## config.mk

```make
export PLATFORM = sky130hd
export DESIGN_NAME = rx_ds_receiver
export DESIGN_NICKNAME = d
export VERILOG_FILES = /design/src/rtl/rx_ds_receiver.sv
export SDC_FILE = /design/constraint.sdc
export NUM_CORES = 1
export LEC_CHECK = 0
export CORE_MARGIN = 1.5
export CORE_UTILIZATION = 35
export DETAILED_ROUTE_END_ITERATION = 7
export GPL_TIMING_DRIVEN = 0
export PLACE_DENSITY = 0.57
export SLEW_MARGIN = 10
export SYNTH_ARGS = -nofsm -noshare
export SYNTH_HDL_FRONTEND = slang
export SYNTH_SLANG_ARGS = --single-unit
```

## constraint.sdc

```tcl
create_clock -name RxClk -period 2.96 [get_ports RxClk]
set_input_delay 0.592 -clock RxClk [delete_from_list [all_inputs] [get_ports RxClk]]
set_output_delay 0.592 -clock RxClk [all_outputs]
set_load 0.005 [all_outputs]
```

## src/rtl/rx_ds_receiver.sv

```systemverilog
// rx_ds_receiver: Data/Strobe link receiver. Synchronizes D/S, recovers one bit per transition
// and reassembles data/control characters onto a valid/ready port. Parity check: RX_DS_PARITY_CHECK_EN.
module rx_ds_receiver #(
  parameter int SYNC_STAGES = 2,
  parameter int DISC_CYCLES = 64
) (
  input  logic       RxClk,
  input  logic       RxReset,
  input  logic       d,
  input  logic       s,
  output logic [7:0] dat_o,
  output logic       lchar_o,
  output logic       valid_o,
  input  logic       ready_i,
  output logic       parity_err_o,
  output logic       overrun_o,
  output logic       ds_err_o,
  output logic       disconnect_o
);
  localparam int CW = $clog2(DISC_CYCLES + 1);

  typedef enum logic [1:0] {HUNT, PARITY, FLAG, PAYLOAD} state_t;

  state_t                 state, state_nxt;
  logic [SYNC_STAGES-1:0] d_sync, s_sync;
  logic                   d_q, s_q;
  logic                   d_chg, s_chg, trans;
  logic                   bit_p0, vld_p0, dserr_p0;
  logic                   armed;
  logic [CW-1:0]          disc_cnt;
  logic                   timeout;
  logic                   flag_q;
  logic [2:0]             bit_idx;
  logic [7:0]             shreg, pay_nxt;
  logic                   take_flag, take_bit, char_done;

  assign d_chg   = d_sync[SYNC_STAGES-1] ^ d_q;
  assign s_chg   = s_sync[SYNC_STAGES-1] ^ s_q;
  assign trans   = d_chg | s_chg;
  // Expiry is decided on the same edge the counter would step from 1 to 0.
  assign timeout = armed & ~trans & (disc_cnt == CW'(1));

  // Stage p0: synchronize, detect transitions against history, register the recovered bit.
  always_ff @(posedge RxClk or posedge RxReset) begin
    if (RxReset) begin
      d_sync       <= '0;
      s_sync       <= '0;
      d_q          <= 1'b0;
      s_q          <= 1'b0;
      bit_p0       <= 1'b0;
      vld_p0       <= 1'b0;
      dserr_p0     <= 1'b0;
      armed        <= 1'b0;
      disc_cnt     <= CW'(DISC_CYCLES);
      disconnect_o <= 1'b0;
    end else begin
      d_sync   <= {d_sync[SYNC_STAGES-2:0], d};
      s_sync   <= {s_sync[SYNC_STAGES-2:0], s};
      d_q      <= d_sync[SYNC_STAGES-1];
      s_q      <= s_sync[SYNC_STAGES-1];
      bit_p0   <= d_sync[SYNC_STAGES-1];
      vld_p0   <= trans & ~(d_chg & s_chg);
      dserr_p0 <= d_chg & s_chg;
      if (trans) begin
        armed        <= 1'b1;
        disc_cnt     <= CW'(DISC_CYCLES);
        disconnect_o <= 1'b0;
      end else if (armed && disc_cnt != '0) begin
        disc_cnt <= disc_cnt - CW'(1);
        if (timeout) disconnect_o <= 1'b1;
      end
    end
  end

  // Stage p1: character framing state machine.
  always_ff @(posedge RxClk or posedge RxReset) begin
    if (RxReset) state <= HUNT;
    else         state <= state_nxt;
  end

  always_comb begin
    state_nxt = state;
    take_flag = 1'b0;
    take_bit  = 1'b0;
    char_done = 1'b0;
    if (timeout || dserr_p0) begin
      state_nxt = HUNT;
    end else if (vld_p0) begin
      unique case (state)
        HUNT, PARITY: state_nxt = FLAG;
        FLAG: begin
          take_flag = 1'b1;
          state_nxt = PAYLOAD;
        end
        PAYLOAD: begin
          take_bit = 1'b1;
          if (bit_idx == (flag_q ? 3'd1 : 3'd7)) begin
            char_done = 1'b1;
            state_nxt = PARITY;
          end
        end
        default: state_nxt = HUNT;
      endcase
    end
  end

  always_comb begin
    pay_nxt          = shreg;
    pay_nxt[bit_idx] = bit_p0;
  end

  always_ff @(posedge RxClk or posedge RxReset) begin
    if (RxReset) begin
      flag_q    <= 1'b0;
      bit_idx   <= 3'd0;
      shreg     <= 8'd0;
      dat_o     <= 8'd0;
      lchar_o   <= 1'b0;
      valid_o   <= 1'b0;
      overrun_o <= 1'b0;
      ds_err_o  <= 1'b0;
    end else begin
      ds_err_o  <= dserr_p0;
      overrun_o <= 1'b0;
      if (take_flag) begin
        flag_q  <= bit_p0;
        bit_idx <= 3'd0;
        shreg   <= 8'd0;
      end else if (take_bit) begin
        shreg   <= pay_nxt;
        bit_idx <= bit_idx + 3'd1;
      end
      if (char_done && valid_o && !ready_i) begin
        overrun_o <= 1'b1;
      end else if (char_done) begin
        dat_o   <= pay_nxt;
        lchar_o <= flag_q;
        valid_o <= 1'b1;
      end else if (valid_o && ready_i) begin
        valid_o <= 1'b0;
      end
    end
  end

`ifdef RX_DS_PARITY_CHECK_EN
  logic par_bit, par_acc, first_char, take_par, par_err;

  function automatic logic odd_ok(input logic acc, input logic flag, input logic par);
    return acc ^ flag ^ par;
  endfunction

  assign take_par = vld_p0 & ~dserr_p0 & ~timeout & ((state == HUNT) | (state == PARITY));
  // The flag bit is covered by parity, so the check resolves when the flag arrives.
  assign par_err  = take_flag & ~first_char & ~odd_ok(par_acc, bit_p0, par_bit);

  always_ff @(posedge RxClk or posedge RxReset) begin
    if (RxReset) begin
      par_bit      <= 1'b0;
      par_acc      <= 1'b0;
      first_char   <= 1'b0;
      parity_err_o <= 1'b0;
    end else begin
      parity_err_o <= par_err;
      if (take_par) begin
        par_bit    <= bit_p0;
        first_char <= (state == HUNT);
      end
      if (take_flag)     par_acc <= 1'b0;
      else if (take_bit) par_acc <= par_acc ^ bit_p0;
    end
  end
`else
  assign parity_err_o = 1'b0;
`endif

endmodule

```

==> flow_summary.json <==
{
  "min-delay-path-class": "flop to flop",
  "critical_path.n_buffers_inverters": 1,
  "cp_peak_stage_delay_ns": 0.38,
  "setup_violations": 0,
  "ctsLongestPathBuffers": 2,
  "initial_core_util_pct": 35.87,
  "clock_net_sink_count": 43,
  "synthesis.instances": 178,
  "netlist_area_before_placement_um2": 1963,
  "grt_overflow_total": 0,
  "power.sequential.fraction_pct": 47.4,
  "req_time_crit_path_ns": 3.15,
  "clock-root-buffer": "clkbuf_8",
  "drcViolationCount": 0,
  "grt_start_max_net_pins": 23,
  "wl_per_cell_um": 12.01,
  "timing.critical_path.cells": "clkbuf_1 > xnor2_1 > ha_1 > and4b_4 > a211o_2 > nor2_1 > mux2_1",
  "critPathTopFamily": "compound AO/OA/AOI/OAI gates",
  "wl_mm": 3.315,
  "clock_power_share_pct": 22.2,
  "cpMaxStageDelayCell": "a211o_2",
  "synth.top_cells.by_area": "dfrtp_1 54%, mux2i_1 7.6%, nand2_1 4.6%, ha_1 3.2%, inv_1 2.7%",
  "ff_latch_area_um2": 1077,
  "setup_slack_ns": 0.6452,
  "clk_latency_ns": 0.30,
  "max_clock_freq_mhz": 432.0,
  "cp-end-kind": "flop",
  "die_x_um": 77.89,
  "number_of_distinct_library_cell_variants_in_the_gate_level_netlist_after_synthesis": 44,
  "initial_antenna_violation_count": 0,
  "place.port_buffers": 17,
  "drv_slew": 0,
  "worst_setup_slack_post_dpl_ns": 0.6377,
  "first_pass_grt_wire_length_mm": 6.265,
  "die_h_um": 77.89,
  "detailedPlacementHpwl_mm": 2.291,
  "via_count_of_the_first_global_routing_pass": 1378,
  "dr_wl_met3_um": 117,
  "dr_vias": 1285,
  "met2WireLength_mm": 1.494,
  "postCtsHoldBufs": 0,
  "wirelength_met1_mm": 1.626,
  "final.fill_count": 551,
  "boundaryPins": 19,
  "totalNegativeSetupSlack_ns": 0,
  "post_cts.repair.setup_buffers": 0,
  "design.final.nets": 213,
  "worst_slew_pin_slew_ns": 0.5103,
  "post-route-min-period_ns": 2.315,
  "highest-signal-layer": "met4",
  "combPwrFrac_pct": 30.4,
  "p_sw_share_pct": 31.89,
  "path_class": "flop to flop",
  "cts_tree": "built",
  "layout.cells.most_common": "dfrtp_1",
  "net-switching-power_mw": 0.5362,
  "power_density_over_the_cells_nw_per_um2": 719.9,
  "nature_of_the_critical_path_startpoint": "flop",
  "multi_input_area_um2": 788.3,
  "yosys_warnings": 0,
  "number_of_nets_with_antenna_violations_after_routing": 0,
  "worst_ir_drop_vdd_mv": 0.2792,
  "floorplan.die_area_um2": 6067,
  "worstPathArrival_ns": 2.51,
  "htree_num_levels": 2,
  "place_congestion": 0.7702,
  "layout_common_cells": "42 x dfrtp_1, 24 x nand2_1, 17 x clkdlybuf4s50_1, 15 x mux2i_1, 13 x inv_1",
  "synth.net_count": 188,
  "final-hold-violation-count": 0,
  "synth-seq-area-share_pct": 54.88,
  "r2r_cells": 7,
  "min_delay_path_depth": 0,
  "relative_slew_slack_pct": 65.93,
  "leakage_nw": 1.120,
  "regToRegStartpoint": "bit_p0",
  "yosys_register_bits": 43,
  "avgViaCountPerCell": 4.656,
  "share_of_cells_above_drive_strength_1_pct": 12.75,
  "clkSlewWorstSetupHoldPaths_ns": 0.09,
  "maxCapViolCount": 0,
  "drt_iter0_drc": 108,
  "min_from": "s_sync[0]",
  "numCtsBuffers": 5,
  "antenna-diode-count": 0,
  "worst_hold_slack_ns": 0.3537,
  "post_cts_resized": 0,
  "utilization_pct": 42.68,
  "fraction_of_the_cycle_the_final_worst_path_needs_pct": 78.20,
  "timing.rr.end": "flag_q",
  "critical_path.max_fanout": 10,
  "first_pass_iters": 4,
  "grt_use_total_pct": 13.25,
  "post-synth-top-area-fraction_pct": 53.54,
  "syn_avg_cell_area_um2": 11.03,
  "grt_setup_unrepaired": "false",
  "placement_rows": 27,
  "worst-r2r-setup-slack_ns": 0.65,
  "timing.clock.skew_ns": 0.01338,
  "synth_top_cell_by_area": "dfrtp_1",
  "min_to": "s_sync[1]",
  "outcome": "finished, final reports clean",
  "synthToLayoutAreaGrowth_pct": 18.99,
  "power_mw": 1.682,
  "core_area_um2": 5473,
  "intPower_mw": 1.145
}
[worst max-delay path by stage]
stage	from	to	slack (ns)	cells past startpoint
after floorplan	bit_p0	flag_q	0.91	7
after global placement	RxReset	shreg[7]	0.42	2
after detailed placement	bit_p0	dat_o[7]	0.64	8
after CTS	bit_p0	dat_o[7]	0.62	8
after global routing	bit_p0	flag_q	0.43	7
final	bit_p0	flag_q	0.65	7
[area by class of cell]
type,count,share of cell area [%]
multi-input cells,114,33.74
flip-flops and latches,43,46.12
well taps,72,3.856
repair buffers,18,8.463
clock buffers,6,3.107
plain buffers,7,1.928
inverters,14,2.250
clock inverters,2,0.5356
[worst reg2reg max path, stage by stage (launching register included)]
cell      delay [ns]
dfrtp_1         0.33
clkbuf_1        0.36
xnor2_1         0.17
ha_1            0.30
and4b_4         0.23
a211o_2         0.38
nor2_1          0.11
mux2_1          0.32
[sequential cells by signal, summed over array words and instances, names as in the netlist]
name,count
disconnect_o,1
s_sync,2
flag_q,1
s_q,1
dserr_p0,1
ds_err_o,1
valid_o,1
d_sync,2
shreg,8
lchar_o,1
bit_idx,3
overrun_o,1
dat_o,8
armed,1
vld_p0,1
state,2
bit_p0,1
disc_cnt,7
[stage by stage]
step	std cells	cell area (um2)
floorplan	178	1963
global placement	267	2223
detailed placement	268	2251
CTS	276	2336
global route	276	2336
finish	276	2336
[logic make-up (layout without fill, tap and decap cells)]
family | after synthesis | in the layout | share of synthesized area, %
simple gates | 60 | 60 | 16.25
buf+inv | 21 | 47 | 4.971
other cells | 1 | 1 | 0.1910
compound gates | 24 | 24 | 7.967
fa+ha+maj | 5 | 5 | 3.187
xor+xnor | 5 | 5 | 2.231
mux | 19 | 19 | 10.32
flops | 43 | 43 | 54.88
[synth_stat cells (all sizes together)]
| cell type | instances |
|---|---|
| ha | 5 |
| xnor2 | 3 |
| clkbuf | 1 |
| nand4b | 1 |
| o21ai | 13 |
| nand3 | 2 |
| mux2i | 15 |
| xor2 | 2 |
| nand4bb | 1 |
| o31ai | 2 |
| nand4 | 2 |
| conb | 1 |
| nand2b | 3 |
| dfrtp | 42 |
| nor3b | 2 |
| and2 | 1 |
| o21a | 1 |
| nor4 | 1 |
| or4 | 1 |
| mux2 | 4 |
| o211ai | 1 |
| or3b | 2 |
| nand2 | 24 |
| or3 | 1 |
| nor2b | 1 |
| nor3 | 3 |
| a211o | 2 |
| dfstp | 1 |
| inv | 14 |
| a21oi | 4 |
| a21o | 1 |
| nand3b | 2 |
| nor2 | 12 |
| and4b | 1 |
| buf | 6 |
[metal layers]
layer	vias to the layer above	GRT usage [%]
li1	647	-
met1	612	17.21
met2	19	20.61
met3	7	3.294
met4	0	6.429
met5	-	0
[power by group through the flow]
| stage | sequential (mW) | combinational [mW] | clock [mW] |
|---|---|---|---|
| 6_report | 0.797 | 0.511 | 0.373 |
| 3_3_place_gp | 0.805 | 0.504 | 0 |
| 4_1_cts | 0.798 | 0.520 | 0.385 |
| 3_5_place_dp | 0.807 | 0.517 | 0 |
| 5_1_grt | 0.818 | 0.578 | 0.415 |
| 2_1_floorplan | 0.795 | 0.335 | 0 |
Power figures use the tool's default switching activity.
